File: src/rtl/debug_frame_arbiter.sv
// Shares the debug UART write port between NSRC frame sources, forwarding tagged frames round-robin.
// Latency: a frame written at edge E is in wdata with wreq high from E+1.
// Backpressure: wreq/wdata hold while wgnt is low; sources cannot be stalled, and full FIFOs count drops instead.

// Small FIFO with storage in a register array. The head is read combinationally.
// Latency: a push is visible at the head on the next cycle. Pushing while full is only legal together with a pop.
// Backpressure: none inside; the caller gates push with full/pop.
module dfa_fifo #(
    parameter int W     = 8,
    parameter int DEPTH = 2
) (
    input  logic         clk,
    input  logic         rst_n,
    input  logic         push,
    input  logic [W-1:0] din,
    input  logic         pop,
    output logic [W-1:0] dout,
    output logic         empty,
    output logic         full
);
    localparam int AW = $clog2(DEPTH);

    logic [W-1:0]  mem [DEPTH];
    logic [AW-1:0] wr_ptr;
    logic [AW-1:0] rd_ptr;
    logic [AW:0]   cnt;

    assign dout  = mem[rd_ptr];
    assign empty = (cnt == '0);
    assign full  = (cnt == (AW+1)'(DEPTH));

    always_ff @(posedge clk) begin
        if (push) begin
            mem[wr_ptr] <= din;
        end
    end

    always_ff @(posedge clk or negedge rst_n) begin
        if (!rst_n) begin
            wr_ptr <= '0;
            rd_ptr <= '0;
            cnt    <= '0;
        end else begin
            if (push) begin
                wr_ptr <= wr_ptr + AW'(1);
            end
            if (pop) begin
                rd_ptr <= rd_ptr + AW'(1);
            end
            if (push && !pop) begin
                cnt <= cnt + (AW+1)'(1);
            end else if (pop && !push) begin
                cnt <= cnt - (AW+1)'(1);
            end
        end
    end
endmodule

module debug_frame_arbiter #(
    parameter int         NSRC     = 2,
    parameter int         FRAME_W  = 48,
    parameter int         DEPTH    = 2,
    parameter logic [7:0] TAG_DATA = 8'hA0,
    parameter logic [7:0] TAG_DROP = 8'hE0
) (
    input  logic                    clk,
    input  logic                    rst_n,
    input  logic [NSRC-1:0]         src_en,
    input  logic [NSRC*FRAME_W-1:0] src_data,
    output logic                    wreq,
    input  logic                    wgnt,
    output logic [FRAME_W+7:0]      wdata,
    output logic                    drop_flag
);
    localparam int PW = (NSRC > 1) ? $clog2(NSRC) : 1;
    localparam int OW = FRAME_W + 8;

    logic               load;
    logic               win_vld;
    logic [PW-1:0]      win;
    logic [PW-1:0]      rr_ptr;
    logic [PW-1:0]      rr_nxt;
    logic [NSRC-1:0]    req_vld;
    logic [NSRC-1:0]    fifo_empty;
    logic [NSRC-1:0]    fifo_full;
    logic [NSRC-1:0]    fifo_push;
    logic [NSRC-1:0]    fifo_pop;
    logic [NSRC-1:0]    rpt_clr;
    logic [NSRC-1:0]    drop;
    logic [NSRC-1:0]    cnt_nz;
    logic [FRAME_W-1:0] fifo_dat [NSRC];
    logic [OW-1:0]      req_dat  [NSRC];
    logic [7:0]         drop_cnt [NSRC];

    // The output register reloads whenever it is idle or its frame is being taken.
    assign load = !wreq || wgnt;

    // Scan from the highest offset down so the requester closest to rr_ptr wins.
    always_comb begin : rr_pick
        logic [PW:0] slot;
        slot    = '0;
        win_vld = 1'b0;
        win     = '0;
        for (int k = NSRC - 1; k >= 0; k--) begin
            slot = {1'b0, rr_ptr} + (PW+1)'(k);
            if (slot >= (PW+1)'(NSRC)) begin
                slot = slot - (PW+1)'(NSRC);
            end
            if (req_vld[slot[PW-1:0]]) begin
                win_vld = 1'b1;
                win     = slot[PW-1:0];
            end
        end
        rr_nxt = (int'(win) == NSRC - 1) ? '0 : win + PW'(1);
    end

    for (genvar i = 0; i < NSRC; i++) begin : g_src
        logic [FRAME_W-1:0] frm;
        logic               frm_vld;
        logic               won;

        assign frm     = src_data[i*FRAME_W +: FRAME_W];
        assign frm_vld = src_en[i] && (frm != '0);
        assign won     = load && win_vld && (win == PW'(i));

        assign fifo_pop[i]  = won && !fifo_empty[i];
        assign rpt_clr[i]   = won && fifo_empty[i];
        // Fullness is judged after this cycle's pop.
        assign fifo_push[i] = frm_vld && (!fifo_full[i] || fifo_pop[i]);
        assign drop[i]      = frm_vld && !fifo_push[i];
        assign cnt_nz[i]    = (drop_cnt[i] != 8'd0);
        // Reports only go out from an empty FIFO, so they never overtake older data.
        assign req_vld[i]   = !fifo_empty[i] || cnt_nz[i];
        assign req_dat[i]   = fifo_empty[i]
                            ? {TAG_DROP + 8'(i), {(FRAME_W-8){1'b0}}, drop_cnt[i]}
                            : {TAG_DATA + 8'(i), fifo_dat[i]};

        dfa_fifo #(
            .W     (FRAME_W),
            .DEPTH (DEPTH)
        ) u_fifo (
            .clk   (clk),
            .rst_n (rst_n),
            .push  (fifo_push[i]),
            .din   (frm),
            .pop   (fifo_pop[i]),
            .dout  (fifo_dat[i]),
            .empty (fifo_empty[i]),
            .full  (fifo_full[i])
        );

        always_ff @(posedge clk or negedge rst_n) begin
            if (!rst_n) begin
                drop_cnt[i] <= 8'd0;
            end else if (rpt_clr[i]) begin
                drop_cnt[i] <= drop[i] ? 8'd1 : 8'd0;
            end else if (drop[i] && drop_cnt[i] != 8'hFF) begin
                drop_cnt[i] <= drop_cnt[i] + 8'd1;
            end
        end
    end

    always_ff @(posedge clk or negedge rst_n) begin
        if (!rst_n) begin
            wreq      <= 1'b0;
            wdata     <= '0;
            rr_ptr    <= '0;
            drop_flag <= 1'b0;
        end else begin
            drop_flag <= |cnt_nz;
            if (load) begin
                if (win_vld) begin
                    wreq   <= 1'b1;
                    wdata  <= req_dat[win];
                    rr_ptr <= rr_nxt;
                end else begin
                    wreq <= 1'b0;
                end
            end
        end
    end
endmodule

File: config.mk
export PLATFORM = sky130hd
export DESIGN_NAME = debug_frame_arbiter
export DESIGN_NICKNAME = d
export VERILOG_FILES = /design/src/rtl/debug_frame_arbiter.sv
export SDC_FILE = /design/constraint.sdc
export NUM_CORES = 1
export LEC_CHECK = 0
export ABC_AREA = 1
export BUFFER_PORTS_ARGS = -buffer_cell sky130_fd_sc_hd__buf_4
export CAP_MARGIN = 20
export CORE_ASPECT_RATIO = 1.2
export CORE_MARGIN = 2
export CORE_UTILIZATION = 52
export CTS_CLUSTER_SIZE = 14
export DETAILED_ROUTE_END_ITERATION = 12
export PLACE_DENSITY = 0.81
export SLEW_MARGIN = 20
export SYNTH_ARGS = -nofsm -noshare
export SYNTH_HDL_FRONTEND = slang
export SYNTH_SLANG_ARGS = --single-unit
File: constraint.sdc
create_clock -name clk -period 8.3 [get_ports clk]
set_clock_uncertainty 0.2 [all_clocks]
set_input_delay 0.415 -clock clk [delete_from_list [all_inputs] [get_ports clk]]
set_output_delay 0.415 -clock clk [all_outputs]
set_load 0.005 [all_outputs]
==> parameters.txt <==
Parameter                              Value

Outcome
  Status    finished clean

STA
  Max-slew violations    0
  Share of the clock period used by the worst path after layout    44.6%
  RSZ-0062 raised after global routing    false
  Least-Margin Pin Slew    887 ps
  Total of endpoints with negative setup slack in the final report    0
  Fmax    0.270 GHz
  Worst slew margin    40.7%
  Post-Route Setup TNS    0 ps
  Minimum clock period after layout    3700 ps
  Final-report hold violation count    0

Worst setup path
  Highest net fanout along the worst path    34
  Maximum single-stage delay on the critical path    690 ps
  CP cell instances    nor2_1 > nand3_1 > nand2_1 > nand3_1 > inv_1 > nand2_2 > ha_1 > a21oi_1 > o21ai_0 > xnor2_1
  CP max stage cell    sky130_fd_sc_hd__nor2_1
  Path type of the worst setup path    register to register
  Data required time of the worst path    8490 ps
  Element type at the critical path end    register
  Cell occurring most often along the worst timing path    sky130_fd_sc_hd__nand3_1
  Worst reg2reg setup slack    4600 ps
  Worst setup SP type    register
  Data arrival time of the worst path    3890 ps

Global route
  Global-route congestion overflow total    0
  Total routing usage reported by global routing    24.3%
  Vias in the first global route    8193
  Number of antenna violations at the first check in global routing    1
  Wire length of the first global-routing pass    43200 um
  Largest net degree at the start of global routing    79

Logic synthesis
  Cell types with the largest area share after synthesis    sky130_fd_sc_hd__edfxtp_1, sky130_fd_sc_hd__dfrtp_1, sky130_fd_sc_hd__nand2_1
  Most numerous cell types in the synthesized netlist    sky130_fd_sc_hd__nand2_1, sky130_fd_sc_hd__edfxtp_1, sky130_fd_sc_hd__nor2_1, sky130_fd_sc_hd__dfrtp_1, sky130_fd_sc_hd__o211ai_1
  Number of enable-type register cells in the synthesized netlist    192
  Proportion of netlist area held by the largest area contributor    51.4%
  Cell count after synthesis    966
  Most numerous cell in the Yosys netlist    sky130_fd_sc_hd__nand2_1
  Number of synthesized register bits    270
  Cell variety after synth    34
  Share of async-settable or async-resettable flops after synthesis    28.9%
  Most frequently used flop master after synthesis    sky130_fd_sc_hd__edfxtp_1
  Biggest area consumer among synthesized cells    sky130_fd_sc_hd__edfxtp_1
  Cell area after synthesis    11200 sq um
  Mean area per synthesized cell    11.6 sq um
  Sequential-to-total area share from yosys stat    68.8%
  Synthesis warning total    0

Routing
  Antenna-violating nets left    0
  Avg Vias per Cell    5.44
  Routed WL per cell    18.6 um
  Iter 0 DRT Violations    720
  Remaining routing DRC violations    0
  Overall via count from detail_route    8171
  Routed wire length    28000 um
  Number of optimization iterations in the first detailed-route pass    5

Clock network
  Clock tree from TritonCTS    yes
  Worst-case clock buffer depth    3
  Clock transition at the registers of the reported paths    60 ps
  Root Buffer    sky130_fd_sc_hd__clkbuf_16
  Post-CTS setup-driven buffer insertion count    0
  Sink count of the clock tree    270
  Gates resized, CTS repair    0
  CTS H-tree depth    1
  Number of buffers inserted during clock tree synthesis    25
  Clock insertion delay at the later pin of the skew report    520 ps

Die
  Effective utilization at floorplan    53.3%
  Placeable Area    21000 sq um
  Die outline area    22800 sq um
  # rows    58
  Number of primary I/O pins    159
  Die X    138 um
  Die height    165 um

Job
  Number of max-capacitance violations reported    0

Placement
  HPWL after detailed placement    17300 um
  Buffers on Ports    154
  GP Congestion    0.818
  Post-detailed-placement cell area    12600 sq um

Layout
  Fraction of layout instances using a drive strength above 1    19.3%
  Final instance area    14400 sq um
  Post-layout nets    1320
  # fillers    1446
  Synth-to-layout area growth    28.0%

Power
  Pwr dens    327 nW/um^2
  IR drop worst, VDD    195 uV
  Total leakage power    5.98 nW

Hold path
  Path class of the lowest-slack min-delay path    input port to register
==> through the flow <==
step           instances  worst slack [ps]  utilization (%)  total power [W]  hold WS, ps
3_5_place_dp        1359              4580             59.8          0.00355          270
4_1_cts             1502              4610             68.2          0.00470         8.77
2_1_floorplan        969              4150                -          0.00298        -80.6
5_1_grt             1503              4290             68.3          0.00493         21.4
3_3_place_gp        1359              4700             59.8          0.00349          266
6_report            1503              4600             68.3          0.00469         29.4
==> cells by family after synthesis <==
group	after synthesis	synth area share (%)
adders and majority gates	6	0.669
xor gates and xnor gates	15	1.17
AOI/OAI and AO/OA	87	5.22
and+or+nand+nor	472	17.9
buffers and inverters	83	3.42
DFF	270	68.8
other	1	0.0334
muxes	32	2.85
==> layer usage <==
layer,GRT usage (%),wire length (um),vias up
met5,0,0,-
met4,7.79,737,0
met3,2.99,1700,48
met2,45.3,15200,348
met1,29.6,10400,3972
li1,-,-,3803
==> worst max-delay path: cells and delay by family (launching register included) <==
family	cells	cell delay, ps
DFF	1	420
and+or+nand+nor	5	1890
AOI/OAI and AO/OA	2	220
adders and majority gates	1	510
buffers and inverters	1	210
xor gates and xnor gates	1	130
==> cell type report <==
cell class                      instances  area (sq um)  area share, %
Sequential cell                       270          7720           53.7
Multi-Input combinational cell        616          3160           22.0
Timing Repair Buffer                  259          2190           15.2
Clock buffer                           38           734           5.11
Tap cell                              270           338           2.35
Inverter                               41           154           1.07
Clock inverter                          8          67.6          0.470
Antenna cell                            1          2.50         0.0174
==> timing repair <==
action / CTS / global route
setup endpoints to repair: 0 / 0
hold endpoints to repair: 270 / 0
hold buffers: 97 / 0
==> path summary, 6_finish.rpt <==
| kind | startpoint | cells after the start | endpoint |
|---|---|---|---|
| max | g_src[0].u_fifo.cnt[0]$_DFFE_PN0P_ | 10 | g_src[1].u_fifo.cnt[1]$_DFFE_PN0P_ |
| min | wgnt | 4 | wreq$_DFFE_PN0P_ |
| max reg2reg | g_src[0].u_fifo.cnt[0]$_DFFE_PN0P_ | 10 | g_src[1].u_fifo.cnt[1]$_DFFE_PN0P_ |
| min reg2reg | wdata[2]$_DFFE_PN0N_ | 2 | wdata[2]$_DFFE_PN0N_ |
| max in group asynchronous | rst_n | 2 | g_src[1].u_fifo.rd_ptr$_DFFE_PN0P_ |
| min in group asynchronous | rst_n | 2 | drop_cnt[13]$_DFFE_PN0P_ |
==> state kept, by name (all words and copies together) (netlist names) <==
register             count
drop_cnt                16
drop_flag                1
g_src.u_fifo.cnt         4
g_src.u_fifo.mem       192
g_src.u_fifo.rd_ptr      2
g_src.u_fifo.wr_ptr      2
rr_ptr                   1
wdata                   51
wreq                     1
==> power breakdown <==
| group | total, W | switching [W] | internal, W |
|---|---|---|---|
| sequential | 0.00205 | 0.000180 | 0.00187 |
| combinational | 0.00153 | 0.000958 | 0.000572 |
| clock | 0.00111 | 0.000473 | 0.000641 |
| total | 0.00469 | 0.00161 | 0.00308 |
==> cell usage in the layout, fill, tap and decap left out, types with 32 or more instances in the layout <==
cell	netlist	layout
sky130_fd_sc_hd__dfrtp_1	78	77
sky130_fd_sc_hd__nand2_1	253	253
sky130_fd_sc_hd__nor2_1	119	115
sky130_fd_sc_hd__o211ai_1	48	48
sky130_fd_sc_hd__mux2i_1	32	32
sky130_fd_sc_hd__dlygate4sd3_1	0	97
sky130_fd_sc_hd__edfxtp_1	192	192
sky130_fd_sc_hd__buf_4	7	161
sky130_fd_sc_hd__inv_1	37	37
sky130_fd_sc_hd__nand3_1	43	43
No activity file was read; power rests on OpenSTA's default activity.
